[config.mk]
export PLATFORM = sky130hd
export DESIGN_NAME = dcache_ctrl_assoc
export DESIGN_NICKNAME = d
export VERILOG_FILES = /design/src/rtl/dcache_pkg.sv /design/src/rtl/dcache_line_buffer.sv /design/src/rtl/dcache_ctrl_assoc.sv
export SDC_FILE = /design/constraint.sdc
export NUM_CORES = 1
export LEC_CHECK = 0
export CELL_PAD_IN_SITES_DETAIL_PLACEMENT = 2
export CELL_PAD_IN_SITES_GLOBAL_PLACEMENT = 2
export CORE_MARGIN = 8
export CORE_UTILIZATION = 26
export CTS_BUF_LIST = sky130_fd_sc_hd__clkbuf_8
export DETAILED_ROUTE_END_ITERATION = 10
export GPL_ROUTABILITY_DRIVEN = 0
export PLACE_DENSITY_LB_ADDON = 0.1
export SLEW_MARGIN = 20
export SYNTH_ARGS = -nofsm -noshare
export SYNTH_HDL_FRONTEND = slang
export SYNTH_SLANG_ARGS = --single-unit
[constraint.sdc]
create_clock -name clock -period 3 [get_ports clock]
set_clock_uncertainty 0.15 [all_clocks]
set_input_delay 0.45 -clock clock [delete_from_list [all_inputs] [get_ports clock]]
set_output_delay 0.45 -clock clock [all_outputs]
set_load 0.01 [all_outputs]
[src/rtl/dcache_pkg.sv]
// Shared definitions for the set-associative data-cache controller:
// FSM state encoding, default derived geometry and an index-width helper.
package dcache_pkg;

  typedef enum logic [2:0] {
    ST_IDLE    = 3'd0,
    ST_WB_REQ  = 3'd1,
    ST_WB_DATA = 3'd2,
    ST_RD_REQ  = 3'd3,
    ST_RD_DATA = 3'd4,
    ST_FILL    = 3'd5
  } state_e;

  localparam int DEF_ADDR_W      = 32;
  localparam int DEF_WORD_W      = 32;
  localparam int DEF_BLOCK_WORDS = 4;
  localparam int DEF_WAYS        = 2;
  localparam int DEF_BEAT_W      = 32;

  localparam int LINE_W  = DEF_BLOCK_WORDS * DEF_WORD_W;
  localparam int BEATS   = LINE_W / DEF_BEAT_W;
  localparam int OFF_W   = $clog2(LINE_W / 8);
  localparam int LADDR_W = DEF_ADDR_W - OFF_W;

  // Width of an index over n items; never zero so that n==1 still gets a legal vector.
  function automatic int idx_w(input int n);
    return (n > 1) ? $clog2(n) : 1;
  endfunction

endpackage

[src/rtl/dcache_line_buffer.sv]
// Refill line buffer: collects memory beats by index, muxes one beat out of a
// supplied line, and merges a pending store word into the collected line.
module dcache_line_buffer
  import dcache_pkg::*;
#(
  parameter int WORD_W      = 32,
  parameter int BLOCK_WORDS = 4,
  parameter int BEAT_W      = 32,
  localparam int LINE_W = BLOCK_WORDS * WORD_W,
  localparam int BEATS  = LINE_W / BEAT_W,
  localparam int BC_W   = idx_w(BEATS),
  localparam int WOFF_W = idx_w(BLOCK_WORDS),
  localparam int BSEL_W = WORD_W / 8
) (
  input  logic              clock,
  input  logic              reset,
  input  logic              beat_we,
  input  logic [BC_W-1:0]   beat_idx,
  input  logic [BEAT_W-1:0] beat_wdata,
  input  logic [LINE_W-1:0] rd_line,
  output logic [BEAT_W-1:0] rd_beat,
  input  logic              store_en,
  input  logic [WOFF_W-1:0] store_woff,
  input  logic [BSEL_W-1:0] store_bsel,
  input  logic [WORD_W-1:0] store_din,
  output logic [LINE_W-1:0] merged_line
);

  logic [LINE_W-1:0] buf_r;

  // Capture one refill beat at its position in the line.
  always_ff @(posedge clock) begin
    if (reset) begin
      buf_r <= {LINE_W{1'b0}};
    end else if (beat_we) begin
      buf_r[beat_idx*BEAT_W +: BEAT_W] <= beat_wdata;
    end
  end

  // Beat selection out of an arbitrary line (victim writeback source).
  always_comb begin
    rd_beat = rd_line[beat_idx*BEAT_W +: BEAT_W];
  end

  // Overlay the latched store bytes onto the refilled line.
  always_comb begin
    merged_line = buf_r;
    for (int b = 0; b < BSEL_W; b++) begin
      merged_line[store_woff*WORD_W + b*8 +: 8] =
        (store_en && store_bsel[b]) ? store_din[b*8 +: 8]
                                    : buf_r[store_woff*WORD_W + b*8 +: 8];
    end
  end

endmodule

[src/rtl/dcache_ctrl_assoc.sv]
// N-way set-associative write-back, write-allocate data-cache controller with
// round-robin victim choice and a burst memory interface.
module dcache_ctrl_assoc
  import dcache_pkg::*;
#(
  parameter int ADDR_W      = 32,
  parameter int WORD_W      = 32,
  parameter int BLOCK_WORDS = 4,
  parameter int WAYS        = 2,
  parameter int BEAT_W      = 32,
  localparam int LINE_W  = BLOCK_WORDS * WORD_W,
  localparam int OFF_W   = $clog2(LINE_W / 8),
  localparam int LADDR_W = ADDR_W - OFF_W,
  localparam int BE_W    = LINE_W / 8,
  localparam int BSEL_W  = WORD_W / 8
) (
  input  logic               clock,
  input  logic               reset,
  input  logic               cpu_ren,
  input  logic               cpu_wen,
  input  logic [ADDR_W-1:0]  cpu_addr,
  input  logic [BSEL_W-1:0]  cpu_bsel,
  input  logic [WORD_W-1:0]  cpu_din,
  output logic [WORD_W-1:0]  cpu_dout,
  output logic               cpu_stall,
  output logic [LADDR_W-1:0] cache_laddr,
  input  logic [WAYS-1:0]    cache_hit,
  input  logic [WAYS-1:0]    cache_valid,
  input  logic [WAYS-1:0]    cache_dirty,
  output logic [WAYS-1:0]    cache_way,
  input  logic [LADDR_W-1:0] cache_rtag_laddr,
  input  logic [LINE_W-1:0]  cache_rdata,
  output logic               cache_wen,
  output logic [BE_W-1:0]    cache_be,
  output logic [LINE_W-1:0]  cache_wdata,
  output logic               cache_set_dirty,
  output logic               mem_req,
  output logic               mem_we,
  output logic [LADDR_W-1:0] mem_laddr,
  input  logic               mem_gnt,
  output logic [BEAT_W-1:0]  mem_wdata,
  input  logic               mem_wready,
  input  logic [BEAT_W-1:0]  mem_rdata,
  input  logic               mem_rvalid
);

  localparam int BEATS  = LINE_W / BEAT_W;
  localparam int BC_W   = idx_w(BEATS);
  localparam int RR_W   = idx_w(WAYS);
  localparam int WOFF_W = idx_w(BLOCK_WORDS);
  localparam int BOFF_W = $clog2(BSEL_W);

  state_e             state_r;
  logic [RR_W-1:0]    rr_ptr_r;
  logic [BC_W-1:0]    beat_cnt_r;
  logic [WAYS-1:0]    victim_way_r;
  logic [LADDR_W-1:0] victim_laddr_r;
  logic [LADDR_W-1:0] miss_laddr_r;
  logic [LADDR_W-1:0] mem_laddr_r;
  logic               mem_req_r;
  logic               mem_we_r;
  logic               store_r;
  logic               rr_used_r;
  logic [WORD_W-1:0]  din_r;
  logic [BSEL_W-1:0]  bsel_r;
  logic [WOFF_W-1:0]  woff_r;

  logic               req_s;
  logic               hit_s;
  logic               last_beat_s;
  logic [OFF_W-1:0]   off_s;
  logic [WOFF_W-1:0]  woff_s;
  logic [LADDR_W-1:0] cpu_laddr_s;
  logic [WAYS-1:0]    invalid_pick_s;
  logic [WAYS-1:0]    victim_s;
  logic               rr_pick_s;
  logic               victim_dirty_s;
  logic [BEAT_W-1:0]  rd_beat_s;
  logic [LINE_W-1:0]  merged_s;

  // One-hot of the lowest-numbered invalid way, zero when the set is full.
  function automatic logic [WAYS-1:0] lowest_invalid(input logic [WAYS-1:0] valid);
    logic [WAYS-1:0] pick;
    pick = {WAYS{1'b0}};
    for (int w = WAYS - 1; w >= 0; w--) begin
      if (!valid[w]) begin
        pick = WAYS'(1'b1) << w;
      end else begin
        pick = pick;
      end
    end
    return pick;
  endfunction

  assign req_s       = cpu_ren ^ cpu_wen;
  assign hit_s       = |cache_hit;
  assign last_beat_s = (beat_cnt_r == BC_W'(BEATS - 1));
  assign off_s       = cpu_addr[OFF_W-1:0];
  assign woff_s      = WOFF_W'(off_s >> BOFF_W);
  assign cpu_laddr_s = cpu_addr[ADDR_W-1:OFF_W];
  assign mem_req     = mem_req_r;
  assign mem_we      = mem_we_r;
  assign mem_laddr   = mem_laddr_r;

  // Victim choice: an empty way first, otherwise the round-robin pointer.
  always_comb begin
    invalid_pick_s = lowest_invalid(cache_valid);
    if (|invalid_pick_s) begin
      victim_s  = invalid_pick_s;
      rr_pick_s = 1'b0;
    end else begin
      victim_s  = WAYS'(1'b1) << rr_ptr_r;
      rr_pick_s = 1'b1;
    end
    victim_dirty_s = |(victim_s & cache_valid & cache_dirty);
  end

  // Load data always tracks the word of the currently selected way.
  always_comb begin
    cpu_dout = cache_rdata[woff_s*WORD_W +: WORD_W];
  end

  dcache_line_buffer #(
    .WORD_W      (WORD_W),
    .BLOCK_WORDS (BLOCK_WORDS),
    .BEAT_W      (BEAT_W)
  ) u_line_buffer (
    .clock       (clock),
    .reset       (reset),
    .beat_we     ((state_r == ST_RD_DATA) && mem_rvalid),
    .beat_idx    (beat_cnt_r),
    .beat_wdata  (mem_rdata),
    .rd_line     (cache_rdata),
    .rd_beat     (rd_beat_s),
    .store_en    (store_r),
    .store_woff  (woff_r),
    .store_bsel  (bsel_r),
    .store_din   (din_r),
    .merged_line (merged_s)
  );

  // Array/pipeline strobes; hits are resolved in the same cycle, so these decode live inputs.
  always_comb begin
    cpu_stall       = 1'b0;
    cache_way       = {WAYS{1'b0}};
    cache_wen       = 1'b0;
    cache_be        = {BE_W{1'b0}};
    cache_wdata     = {LINE_W{1'b0}};
    cache_set_dirty = 1'b0;
    cache_laddr     = cpu_laddr_s;
    mem_wdata       = {BEAT_W{1'b0}};
    if (reset) begin
      cpu_stall = 1'b0;
    end else begin
      case (state_r)
        ST_IDLE: begin
          if (req_s && hit_s) begin
            cache_way = cache_hit;
            if (cpu_wen) begin
              cache_wen       = 1'b1;
              cache_be        = BE_W'(cpu_bsel) << (woff_s * BSEL_W);
              cache_wdata     = {BLOCK_WORDS{cpu_din}};
              cache_set_dirty = 1'b1;
            end else begin
              cache_wen = 1'b0;
            end
          end else if (req_s) begin
            cpu_stall = 1'b1;
            cache_way = victim_s;
          end else begin
            cpu_stall = 1'b0;
          end
        end
        ST_WB_REQ: begin
          cpu_stall   = 1'b1;
          cache_way   = victim_way_r;
          cache_laddr = victim_laddr_r;
        end
        ST_WB_DATA: begin
          cpu_stall   = 1'b1;
          cache_way   = victim_way_r;
          cache_laddr = victim_laddr_r;
          mem_wdata   = rd_beat_s;
        end
        ST_RD_REQ, ST_RD_DATA: begin
          cpu_stall = 1'b1;
          cache_way = victim_way_r;
        end
        ST_FILL: begin
          cpu_stall       = 1'b1;
          cache_way       = victim_way_r;
          cache_wen       = 1'b1;
          cache_be        = {BE_W{1'b1}};
          cache_wdata     = merged_s;
          cache_set_dirty = store_r;
        end
        default: begin
          cpu_stall = 1'b1;
        end
      endcase
    end
  end

  // Miss-handling FSM with registered memory request, direction and address.
  always_ff @(posedge clock) begin
    if (reset) begin
      state_r        <= ST_IDLE;
      rr_ptr_r       <= {RR_W{1'b0}};
      beat_cnt_r     <= {BC_W{1'b0}};
      victim_way_r   <= {WAYS{1'b0}};
      victim_laddr_r <= {LADDR_W{1'b0}};
      miss_laddr_r   <= {LADDR_W{1'b0}};
      mem_laddr_r    <= {LADDR_W{1'b0}};
      mem_req_r      <= 1'b0;
      mem_we_r       <= 1'b0;
      store_r        <= 1'b0;
      rr_used_r      <= 1'b0;
      din_r          <= {WORD_W{1'b0}};
      bsel_r         <= {BSEL_W{1'b0}};
      woff_r         <= {WOFF_W{1'b0}};
    end else begin
      case (state_r)
        ST_IDLE: begin
          if (req_s && !hit_s) begin
            victim_way_r   <= victim_s;
            victim_laddr_r <= cache_rtag_laddr;
            miss_laddr_r   <= cpu_laddr_s;
            store_r        <= cpu_wen;
            rr_used_r      <= rr_pick_s;
            din_r          <= cpu_din;
            bsel_r         <= cpu_bsel;
            woff_r         <= woff_s;
            beat_cnt_r     <= {BC_W{1'b0}};
            mem_req_r      <= 1'b1;
            if (victim_dirty_s) begin
              state_r     <= ST_WB_REQ;
              mem_we_r    <= 1'b1;
              mem_laddr_r <= cache_rtag_laddr;
            end else begin
              state_r     <= ST_RD_REQ;
              mem_we_r    <= 1'b0;
              mem_laddr_r <= cpu_laddr_s;
            end
          end
        end
        ST_WB_REQ: begin
          if (mem_gnt) begin
            state_r    <= ST_WB_DATA;
            mem_req_r  <= 1'b0;
            beat_cnt_r <= {BC_W{1'b0}};
          end
        end
        ST_WB_DATA: begin
          if (mem_wready) begin
            if (last_beat_s) begin
              state_r     <= ST_RD_REQ;
              beat_cnt_r  <= {BC_W{1'b0}};
              mem_req_r   <= 1'b1;
              mem_we_r    <= 1'b0;
              mem_laddr_r <= miss_laddr_r;
            end else begin
              beat_cnt_r <= beat_cnt_r + BC_W'(1'b1);
            end
          end
        end
        ST_RD_REQ: begin
          if (mem_gnt) begin
            state_r    <= ST_RD_DATA;
            mem_req_r  <= 1'b0;
            beat_cnt_r <= {BC_W{1'b0}};
          end
        end
        ST_RD_DATA: begin
          if (mem_rvalid) begin
            if (last_beat_s) begin
              state_r    <= ST_FILL;
              beat_cnt_r <= {BC_W{1'b0}};
            end else begin
              beat_cnt_r <= beat_cnt_r + BC_W'(1'b1);
            end
          end
        end
        ST_FILL: begin
          state_r <= ST_IDLE;
          // Only a round-robin eviction consumes the pointer; WAYS==1 keeps it at zero.
          if (rr_used_r && (WAYS > 1)) begin
            rr_ptr_r <= rr_ptr_r + RR_W'(1'b1);
          end
        end
        default: begin
          state_r   <= ST_IDLE;
          mem_req_r <= 1'b0;
        end
      endcase
    end
  end

endmodule
==> flow_summary_export.csv <==
group,metric,value,unit
global_routing,grt_overflow,0,
die,start_util,26.3,%
die,fp.coreArea,56500,sq um
die,die_h,255,microns
global_routing,grt_pass1_wl,132,mm
route,via_per_inst,5.51,
final_layout,syn_to_final_growth,64.9,%
synthesis,yosysSeqAreaShare,35.2,%
die,die_area,65200,sq um
timing,rsz0062_at_grt,"yes",
timing,period_share,110,%
job,drv_cap,0,
synthesis,avgSynthCellArea,7.87,sq um
clocking,clk_pin_slew_worst_paths,0.06,ns
synthesis,synth_nets,2170,
clocking,cts.htree.levels,2,
die,num_io_pins,540,
synthesis,synth-seq-cells,262,
route,first_pass_iters,5,
synthesis,netlist_area,14900,sq um
synthesis,yosysMostFrequentCell,"nand2_1",
synthesis,dominantRegCellSynth,"dfxtp_1",
placement,dp_hpwl,64.1,mm
synthesis,synth_commonest_cells,"nand2_1, dfxtp_1, a21oi_1, nand3_1, clkbuf_1",
power_and_ir_drop,power.leakage,8.94,nW
timing,whs,0.140,ns
placement,io_buffer_count,537,
timing,maxSlewViolCount,0,
timing,tightest_slew,1.08,ns
final_layout,nNetsFinal,2786,
route,wire_per_inst,27.8,microns
synthesis,syn_inst,1890,
timing,hold_viol_final,0,
placement,placed_area,21900,sq um
final_layout,fin_util,43.4,%
power_and_ir_drop,p_total,9.78,mW
timing,setup_viol_count_final,168,
synthesis,synth-edff-count,0,
setup_path,critical_path_arrival,2.71,ns
synthesis,yosysTopAreaCellShare,35.2,%
setup_path,cp-start-kind,"flip-flop",
timing,fin_crit,3.31,ns
synthesis,async_flop_share,0,%
final_layout,drive_above_1_share,30.7,%
clocking,clk_latency,0.63,ns
synthesis,synth.area.top_cells,"dfxtp_1, nand2_1, mux4_2, a21oi_1, a22oi_1",
global_routing,antenna_found_initial,9,
global_routing,grt_use_total,26.6,%
route,num_vias,18200,
die,rows,87,
clocking,cts_tree,"yes",
setup_path,crit_type,"flip-flop to output pin",
clocking,cts_max_path_buffers,3,
hold_path,hold_path.class,"input pin to flip-flop",
timing,slew_headroom,28.3,%
placement,place_ws,-0.328,ns
setup_path,required,2.40,ns
clocking,cts-root-buf,"clkbuf_8",
power_and_ir_drop,cellPowerDensity,399,nW/um^2
setup_path,cp-end-kind,"output pin",
global_routing,grt_max_degree,94,
route,drtIter0Drc,899,
synthesis,synth-warning-count,0,
clocking,clock_sinks,262,
die,die_w,255,microns
outcome,outcome,"complete, but fails checks",
synthesis,netlist.top_cell.by_area,"dfxtp_1",
outcome,violations,"setup timing",
synthesis,ys_types,51,
timing,worst_slack,-0.306,ns
route,drc_errors,0,
route,finalWirelength,92.1,mm
route,ant_nets,0,
final_layout,postLayoutCellArea,24500,sq um
timing,max_freq,302,MHz
global_routing,grt_pass1_vias,19800,
power_and_ir_drop,irDropWorstVdd,0.250,mV
setup_path,worst-path-max-fanout,6,
clocking,cts_inserted_buffers,51,
placed cells by master, fill, tap and decap left out, types with 32 or more instances in the layout:
cell type and n:
nand2_1 409, dfxtp_1 256, nor2_1 56, a22o_1 40, o21ai_1 32, clkbuf_8 65
buf_12 39, buf_6 90, nand3_1 139, o21ai_2 34, clkdlybuf4s50_1 325, a22oi_1 83
mux4_2 72, buf_4 133, a21oi_1 240, buf_2 127
cells by family (layout without fill, tap and decap cells):
family	count (synthesis)	count (layout)	synth area share, %
other	0	9	0
adder cells (fa/ha/maj)	11	11	0.925
AND/OR/NAND/NOR	735	736	21.5
AO/OA/AOI/OAI	583	583	23.3
flip-flops	262	262	35.2
multiplexers	113	113	13.9
buffers and inverters	182	838	4.90
XOR/XNOR	4	4	0.235
what timing repair did:
item | CTS | global route
setup endpoints to repair | 208 | 206
gates cloned | 14 | 1
gates resized for setup | 1123 | 152
hold buffers | 0 | 0
pin swaps | 60 | 40
buffers inserted | 35 | 18
metrics by stage:
| step | setup TNS [ns] | std cells |
|---|---|---|
| finish | -23.39 | 3312 |
| global route | -47.56 | 3307 |
| CTS | -47.39 | 3289 |
| detailed placement | -29.74 | 3148 |
| global placement | -28.12 | 3148 |
| floorplan | 0 | 1890 |
cell type report:
class,instances,area [sq um]
Antenna cell,9,22.5
Tap cell,756,946
Sequential cell,262,5260
Fill cell,6149,32000
Inverter,13,48.8
Clock inverter,30,209
Clock buffer,64,881
Multi-Input combinational cell,1447,10200
Timing Repair Buffer,731,7010
where the power goes:
part	switching, mW	total [mW]	internal, mW
clock	1.74	3.91	2.18
sequential	0.0613	3.62	3.56
combinational	1.10	2.25	1.14
total	2.90	9.78	6.88
per-layer routing:
layer  routed length, microns  vias up  global-route usage (%)  part of all wire, %
li1                         -     8079                       -                    -
met1                    37500     9359                    32.8                   41
met2                    45600      623                    45.3                   50
met3                     6030      169                    5.83                  6.5
met4                     2980        4                    9.59                  3.2
met5                       21        -                       0                0.023
sequential cells by signal (all words and copies together), names as in the netlist, 3 cells and up:
register             flops
u_line_buffer.buf_r    128
din_r                   32
mem_laddr               28
victim_laddr_r          28
miss_laddr_r            28
state_r                  3
bsel_r                   4
path summary, 6_finish.rpt:
| check | from | endpoint | slack (ns) | cells after the start |
|---|---|---|---|---|
| max | state_r[2]$_SDFFE_PP0P_ | cache_wdata[98] | -0.31 | 9 |
| min | cpu_addr[3] | woff_r[1]$_SDFFE_PP0P_ | 0.14 | 3 |
| max reg2reg | state_r[0]$_SDFFE_PP0P_ | mem_laddr[26]$_SDFFE_PP0P_ | 0.28 | 7 |
| min reg2reg | victim_laddr_r[5]$_SDFFE_PP0P_ | victim_laddr_r[5]$_SDFFE_PP0P_ | 0.30 | 2 |
worst max-delay path, stage by stage, from the launching register on:
cell and delay (ns):
dfxtp_2 0.32, or3_4 0.41, nor4b_4 0.33, buf_4 0.20
buf_12 0.15, buf_4 0.14, buf_16 0.12, a22oi_2 0.07
o22ai_1 0.16, buf_2 0.19
No activity file was read; power rests on OpenSTA's default activity.
